[src/rtl/buffer_pe_vc_fifo.sv]
// Ring-PE input buffer with one DEPTH-entry FIFO per virtual channel (even/odd).
// Polarity picks which VC accepts from the ring link; the other VC drains to the cw/ccw arbiters.
module buffer_pe_vc_fifo #(
  parameter int DATA_W  = 64,
  parameter int DEPTH   = 4,
  parameter int VC_BIT  = DATA_W - 1,
  parameter int DIR_BIT = DATA_W - 2,
  parameter int CNT_W   = $clog2(DEPTH + 1)
) (
  input  logic              clk,
  input  logic              reset,
  input  logic              polarity,
  input  logic              cwsi,
  input  logic [DATA_W-1:0] cwdi,
  output logic              cwri,
  input  logic              cwro_cw,
  input  logic              cwro_ccw,
  input  logic              write_en_cw,
  input  logic              write_en_ccw,
  output logic              cwso_cw,
  output logic              cwso_ccw,
  output logic [DATA_W-1:0] cwdo_even,
  output logic [DATA_W-1:0] cwdo_odd,
  output logic [CNT_W-1:0]  cnt_even,
  output logic [CNT_W-1:0]  cnt_odd,
  output logic              drop
);

  localparam int PTR_W = (DEPTH > 1) ? $clog2(DEPTH) : 1;
  localparam logic VC_EVEN = 1'b0;
  localparam logic VC_ODD  = 1'b1;

  // Storage and bookkeeping indexed by VC: [0] = even, [1] = odd.
  logic [DATA_W-1:0] r_mem    [2][DEPTH];
  logic [PTR_W-1:0]  r_wr_ptr [2];
  logic [PTR_W-1:0]  r_rd_ptr [2];
  logic [CNT_W-1:0]  r_cnt    [2];
  logic              r_drop;

  logic              w_vc_a;
  logic              w_vc_d;
  logic              w_full_a;
  logic              w_tag_ok;
  logic              w_enq;
  logic              w_drop_set;
  logic [DATA_W-1:0] w_head_d;
  logic              w_dir_d;
  logic              w_nonempty_d;
  logic              w_deq;

  function automatic logic [PTR_W-1:0] ptr_inc(input logic [PTR_W-1:0] p);
    return (p == PTR_W'(DEPTH - 1)) ? '0 : p + 1'b1;
  endfunction

  // Role selection follows polarity combinationally.
  assign w_vc_a = polarity ? VC_EVEN : VC_ODD;
  assign w_vc_d = polarity ? VC_ODD  : VC_EVEN;

  assign w_full_a   = (r_cnt[w_vc_a] == CNT_W'(DEPTH));
  assign cwri       = !w_full_a;
  assign w_tag_ok   = (cwdi[VC_BIT] == w_vc_a);
  assign w_enq      = cwsi && cwri && w_tag_ok;
  assign w_drop_set = cwsi && cwri && !w_tag_ok;

  assign w_head_d     = r_mem[w_vc_d][r_rd_ptr[w_vc_d]];
  assign w_dir_d      = w_head_d[DIR_BIT];
  assign w_nonempty_d = (r_cnt[w_vc_d] != '0);

  assign cwso_cw  = w_nonempty_d && cwro_cw  && !w_dir_d;
  assign cwso_ccw = w_nonempty_d && cwro_ccw &&  w_dir_d;
  assign w_deq    = (cwso_cw && write_en_cw) || (cwso_ccw && write_en_ccw);

  // Heads are masked while empty so stale memory never leaks out.
  assign cwdo_even = (r_cnt[VC_EVEN] != '0) ? r_mem[VC_EVEN][r_rd_ptr[VC_EVEN]] : '0;
  assign cwdo_odd  = (r_cnt[VC_ODD]  != '0) ? r_mem[VC_ODD][r_rd_ptr[VC_ODD]]   : '0;
  assign cnt_even  = r_cnt[VC_EVEN];
  assign cnt_odd   = r_cnt[VC_ODD];
  assign drop      = r_drop;

  // NOTE: the packet memory is deliberately not reset; the occupancy mask hides it.
  always_ff @(posedge clk) begin
    if (w_enq && !reset) begin
      r_mem[w_vc_a][r_wr_ptr[w_vc_a]] <= cwdi;
    end
  end

  // Accepting and draining VCs always differ, so each FIFO steps by at most one.
  always_ff @(posedge clk) begin
    if (reset) begin
      r_wr_ptr[VC_EVEN] <= '0;
      r_wr_ptr[VC_ODD]  <= '0;
      r_rd_ptr[VC_EVEN] <= '0;
      r_rd_ptr[VC_ODD]  <= '0;
      r_cnt[VC_EVEN]    <= '0;
      r_cnt[VC_ODD]     <= '0;
      r_drop            <= 1'b0;
    end else begin
      r_drop <= w_drop_set;
      if (w_enq) begin
        r_wr_ptr[w_vc_a] <= ptr_inc(r_wr_ptr[w_vc_a]);
        r_cnt[w_vc_a]    <= r_cnt[w_vc_a] + 1'b1;
      end
      if (w_deq) begin
        r_rd_ptr[w_vc_d] <= ptr_inc(r_rd_ptr[w_vc_d]);
        r_cnt[w_vc_d]    <= r_cnt[w_vc_d] - 1'b1;
      end
    end
  end

endmodule

[config.mk]
export PLATFORM = sky130hd
export DESIGN_NAME = buffer_pe_vc_fifo
export DESIGN_NICKNAME = d
export VERILOG_FILES = /design/src/rtl/buffer_pe_vc_fifo.sv
export SDC_FILE = /design/constraint.sdc
export NUM_CORES = 1
export LEC_CHECK = 0
export BUFFER_PORTS_ARGS = -buffer_cell sky130_fd_sc_hd__buf_2
export CORE_MARGIN = 1.5
export CORE_UTILIZATION = 53
export DETAILED_ROUTE_END_ITERATION = 8
export GPL_ROUTABILITY_DRIVEN = 1
export PLACE_DENSITY = 0.76
export SLEW_MARGIN = 20
export SYNTH_ARGS = -nofsm -noshare
export SYNTH_HDL_FRONTEND = slang
export SYNTH_SLANG_ARGS = --single-unit
[constraint.sdc]
create_clock -name clk -period 3.6 [get_ports clk]
set_input_delay 0.36 -clock clk [delete_from_list [all_inputs] [get_ports clk]]
set_output_delay 0.36 -clock clk [all_outputs]
set_load 0.005 [all_outputs]
==> results of run 1 <==
-- through the flow --
step	worst slack, ns	std cells	utilization	hold slack (ns)	cell area (µm²)
after floorplan	0.196	923	-	0.459	20500
after global placement	0.793	1627	0.589	0.625	22300
after detailed placement	0.699	1627	0.589	0.643	22300
after CTS	0.464	1718	0.630	0.0300	23800
after global routing	0.368	1718	0.630	0.0462	23800
final	0.538	1720	0.630	0.0601	23800
-- critical path, delay by kind of cell (launching register included) --
kind,cells,cell delay (ns)
muxes,1,0.61
buffers and inverters,2,0.58
DFF,1,0.74
and+or+nand+nor,1,0.15
-- worst max-delay path by stage --
stage | start | to
6_report | r_rd_ptr[1][0] | cwdo_odd[19]
3_3_place_gp | polarity | r_mem[0][85]
4_1_cts | r_rd_ptr[1][0] | cwdo_odd[38]
5_1_grt | r_rd_ptr[1][0] | cwdo_odd[19]
3_5_place_dp | polarity | r_mem[1][27]
2_1_floorplan | polarity | r_mem[0][0]
-- flip-flops by register name, summed over array words and instances (netlist names) --
name,cells
r_wr_ptr,4
r_mem,512
r_rd_ptr,4
drop,1
r_cnt,6
-- cell usage after synthesis, drive strengths merged (2+ instances only) --
master and number:
nand2b 8, nor2 11, clkbuf 15, ha 8, o22ai 2, mux4 127
o211ai 2, and2b 66, o21ai 3, nor2b 62, buf 30, mux2 2
xnor2 3, edfxtp 526, a21oi 6, nand2 7, nand3b 2, inv 7
nor3b 2, nor3 6, and2 2, and3 10, mux2i 10
-- power groups by stage --
stage,logic [mW],registers (mW),clock network (mW)
6_report,0.873,6.84,4.97
5_1_grt,0.954,6.84,5.29
4_1_cts,0.892,6.84,5.06
3_5_place_dp,0.885,6.97,0
3_3_place_gp,0.873,6.97,0
2_1_floorplan,0.481,6.96,0
-- metal layers --
metal  up-vias  part of all wire  track usage
li1       4241                 -            -
met1      5064              0.41        0.296
met2       322              0.50        0.350
met3        73             0.069       0.0587
met4         6             0.020       0.0574
met5         -           0.00097            0
-- logic make-up (layout without fill, tap and decap cells) --
family | count (synthesis) | after routing | share of synthesized area
muxes | 139 | 139 | 0.146
and+or+nand+nor | 178 | 178 | 0.0562
DFF | 527 | 527 | 0.772
buffers and inverters | 52 | 336 | 0.0132
adders and majority gates | 8 | 8 | 0.00489
other | 0 | 2 | 0
xor gates and xnor gates | 4 | 4 | 0.00171
AOI/OAI and AO/OA | 15 | 15 | 0.00550
-- cell type report --
class	count	area share
clock buffers	63	0.0572
flip-flops and latches	527	0.663
well taps	511	0.0268
repair buffers	238	0.0577
diodes	2	0.000210
clock inverters	28	0.00766
multi-input cells	344	0.186
inverters	7	0.00110
==> key figures, run 1 <==
Run status
  – Outcome: complete, no violations

Synthesis
  – Sequential area share after synthesis: 0.772
  – Syn Inst Count: 923
  – Synth Area per Inst: 22.2 µm²
  – Synth top area cells: edfxtp_1, mux4_2, and2b_1, nor2b_1, ha_1
  – Ys Warns: 0
  – Synth top area share: 0.771
  – Leading area contributor after synthesis: edfxtp_1
  – #FFs+latches synth: 527
  – Asr flop ratio synth: 0
  – Synth cell types: 36
  – Post-synth EDFFs: 526
  – Mapped Area: 20500 µm²
  – Synthesized net count: 1003
  – Post-synth top flop: edfxtp_1

Detailed routing
  – Total number of vias: 9706
  – Final wirelength: 42.1 mm
  – DRC violations left: 0
  – WL/cell: 24.5 µm
  – Iteration count of the initial detailed-routing pass: 5
  – Vias per inst: 5.64
  – Antenna Violating Nets Remaining: 0
  – DR iter-0 viols: 670

Power and ir drop
  – Logic pwr share: 0.069
  – Pwr Total: 12.7 mW
  – Psw: 2.66 mW
  – Peak VDD IR: 521 µV
  – PwrDens: 532 nW/µm²
  – Switch share: 0.210
  – Seq pwr share: 0.539
  – Power share of the clock group: 0.392
  – Pleak: 8.12 nW
  – Power Internal: 10.0 mW

STA
  – Fin crit period: 3.06 ns
  – Period utilisation layout: 0.850
  – Rel. slew slack: 0.404
  – Fmax: 0.327 GHz
  – Slew Viols, Final: 0
  – RSZ-0062 raised after global routing: false
  – Worst Max-Slew Pin Slew: 0.894 ns
  – Final Setup Violations: 0
  – Final hold violation count: 0
  – Sum Neg Setup Slack: 0 ns
  – Setup Skew: 0.0181 ns

Placement
  – Routability cong.: 0.811
  – IO Port Bufs: 209
  – Hpwl dp: 26.1 mm

Clocking
  – H-tree lvl count: 2
  – CTS tree: done
  – CTS root buf: clkbuf_16
  – CTS resizes: 0
  – Clk_lat worst skew: 0.58 ns
  – Inserted Clock Buffers: 50
  – Hold_buf cts: 0
  – Clk buf depth: 3
  – CTS clk-pin slew, worst paths: 0.06 ns
  – Clk sink count: 527
  – Setup bufs post-CTS: 0

Finish
  – Nets: 1248
  – Multi-input logic area: 4440 µm²
  – Register area: 15800 µm²
  – Most common cell after layout, fill and taps aside: edfxtp_1
  – Commonest non-fill, non-tap cells in the layout: edfxtp_1, buf_2, mux4_2
  – Share of cells above drive strength 1: 0.373
  – Fillers: 2601
  – Area Growth Syn to Fin: 16.5%

Setup path
  – Reg2Reg Setup Slack: 0.99 ns
  – R2r startpoint: r_cnt[1][0]
  – Register-to-Register Path Depth: 5
  – Worst EP arrival: 2.70 ns
  – CP max FO: 49
  – CP Class: reg2out
  – Req. time, crit path: 3.24 ns
  – CP cell instances: buf_12, mux4_2, nor2b_1, buf_2
  – Reg2reg end: r_mem[1][87]
  – Worst Setup End Kind: primary output
  – CP peak stage delay: 0.74 ns
  – CP max-delay cell: edfxtp_1
  – Startpoint types: flip-flop

GRT
  – Total GRT Usage: 0.217
  – Initial antenna violation count: 6
  – Grt total ovfl: 0
  – First-pass GRT wire length: 62.3 mm
  – Vias in the first global route: 9979
  – Pin count of the biggest net entering global routing: 50

Floorplanning
  – Core Region: 37800 µm²
  – Die area: 39800 µm²
  – Die width: 200 µm
  – Initial Utilization: 0.541
  – # IOs: 210
  – Rows: 71
  – Die Y: 200 µm

Hold path
  – Hold path start: cwdi[9]
  – Hold path depth: 1
  – Worst Hold Path EP: r_mem[1][9]
  – Worst hold path class: in2reg

Flow run
  – Max Cap Violations: 0
Note: power is estimated with default switching activity, not from simulation.
==> run 2, diff against run 1 <==
--- a/config.mk
+++ b/config.mk
@@ -10,7 +10,7 @@
 export CORE_UTILIZATION = 53
 export DETAILED_ROUTE_END_ITERATION = 8
 export GPL_ROUTABILITY_DRIVEN = 1
-export PLACE_DENSITY = 0.76
+export PLACE_DENSITY = 0.72
 export SLEW_MARGIN = 20
 export SYNTH_ARGS = -nofsm -noshare
 export SYNTH_HDL_FRONTEND = slang
==> run 2 against run 1 <==
  * Maximum frequency up 1.9%
  * Sequential share of layout area down 0.34 points
  * Worst setup slack better by 0.058 ns
  * Sequential power about the same
  * Highest routed layer unchanged
  * Count of clock-buffer cells in the layout down 2
  * Critical path depth up 1
  * Clock power up 4.2%
  * Critical endpoint is now cwdo_even[61]
  * Global-route usage down 0.18 points
  * Power up 1.6%
  * Largest cell class unchanged
  * Final cell count up 0.17%
  * Register-to-register slack about the same
  * Die area unchanged
==> key figures, run 2 (synthesized netlist as in run 1, its figures left out) <==
Floorplanning
  – Rows: 71
  – Initial Utilization: 0.541
  – Die Y: 200 µm
  – # IOs: 210
  – Die area: 39800 µm²
  – Die width: 200 µm
  – Core Region: 37800 µm²

Flow run
  – Max Cap Violations: 0

Power and ir drop
  – Pwr Total: 12.9 mW
  – PwrDens: 538 nW/µm²
  – Peak VDD IR: 413 µV
  – Pleak: 8.17 nW

Clocking
  – CTS resizes: 0
  – H-tree lvl count: 2
  – Clk buf depth: 3
  – CTS root buf: clkbuf_16
  – Hold_buf cts: 0
  – CTS tree: done
  – Clk_lat worst skew: 0.59 ns
  – CTS clk-pin slew, worst paths: 0.06 ns
  – Inserted Clock Buffers: 50
  – Setup bufs post-CTS: 0
  – Clk sink count: 527

STA
  – Final Setup Violations: 0
  – Setup Skew: 0.0163 ns
  – Final hold violation count: 0
  – Sum Neg Setup Slack: 0 ns
  – Rel. slew slack: 0.468
  – Worst Max-Slew Pin Slew: 0.798 ns
  – Fmax: 0.333 GHz
  – Slew Viols, Final: 0
  – Period utilisation layout: 0.834
  – RSZ-0062 raised after global routing: false
  – Fin crit period: 3.00 ns

Detailed routing
  – Vias per inst: 5.67
  – Final wirelength: 41.9 mm
  – Antenna Violating Nets Remaining: 0
  – DR iter-0 viols: 797
  – DRC violations left: 0
  – Total number of vias: 9778
  – WL/cell: 24.3 µm
  – Iteration count of the initial detailed-routing pass: 5

Setup path
  – Worst EP arrival: 2.64 ns
  – Worst Setup End Kind: primary output
  – Req. time, crit path: 3.24 ns
  – Startpoint types: flip-flop
  – CP Class: reg2out
  – CP max FO: 33

GRT
  – Initial antenna violation count: 7
  – First-pass GRT wire length: 61.8 mm
  – Grt total ovfl: 0
  – Pin count of the biggest net entering global routing: 65
  – Total GRT Usage: 0.215
  – Vias in the first global route: 9961

Hold path
  – Worst hold path class: in2reg

Placement
  – IO Port Bufs: 209
  – Hpwl dp: 25.5 mm
  – Routability cong.: 0.818

Finish
  – Largest register FFs: 512
  – Share of cells above drive strength 1: 0.374
  – Area Growth Syn to Fin: 17.1%
  – Commonest non-fill, non-tap cells in the layout: edfxtp_1, buf_2, mux4_2
  – Most common cell after layout, fill and taps aside: edfxtp_1
  – Nets: 1250

Run status
  – Outcome: complete, no violations
-- run 2: changes by cell type in the layout (fill, tap and decap cells not counted) --
cell | previous run | this run
bufinv_16 | 2 | 6
inv_6 | 1 | 0
clkinv_8 | 0 | 2
clkinv_2 | 9 | 7
buf_12 | 9 | 11
clkbuf_16 | 53 | 51
clkinv_4 | 1 | 0
clkinvlp_4 | 1 | 2
-- run 2: layer usage --
layer,track usage,part of all wire,wire (µm)
met1,0.306,0.42,17600
met2,0.342,0.49,20500
met3,0.0523,0.074,3090
met4,0.0515,0.017,710
met5,0,0.0011,47
-- run 2: final timing paths --
kind	end	from	cells after the start	slack, ns
hold / removal	r_mem[1][251]	cwdi[59]	1	0.04
setup / recovery	cwdo_even[61]	r_rd_ptr[0][1]	5	0.60
setup reg to reg	r_mem[0][41]	r_cnt[0][0]	5	1.00
hold reg to reg	r_cnt[0][0]	r_cnt[0][0]	1	0.66
-- run 2: cell type report --
class,count,area (µm²)
repair buffers,240,1420
diodes,2,5.00
clock inverters,31,315
multi-input cells,344,4440
well taps,511,639
flip-flops and latches,527,15800
fillers,2620,13900
inverters,7,26.3
clock buffers,61,1310
-- run 2: stage by stage --
stage	worst slack, ns	hold slack (ns)	cell area (µm²)	utilization	cells
detailed placement	0.654	0.632	22300	0.590	1629
CTS	0.559	0.00665	24000	0.633	1721
finish	0.596	0.0385	24000	0.633	1723
floorplan	0.196	0.459	20500	-	923
global route	0.465	0.0308	24000	0.633	1721
global placement	0.734	0.631	22300	0.590	1629
-- run 2: worst max-delay path: stages (launching register included) --
cell and delay [ns]:
edfxtp_1 0.36, buf_4 0.32, buf_4 0.55, mux4_2 0.40, nor2b_1 0.19, buf_2 0.19
-- run 2: power by group --
part	total, mW	internal (mW)	switching, mW
combinational	0.876	0.399	0.477
clock	5.18	3.02	2.16
sequential	6.84	6.81	0.0274
total	12.9	10.2	2.66
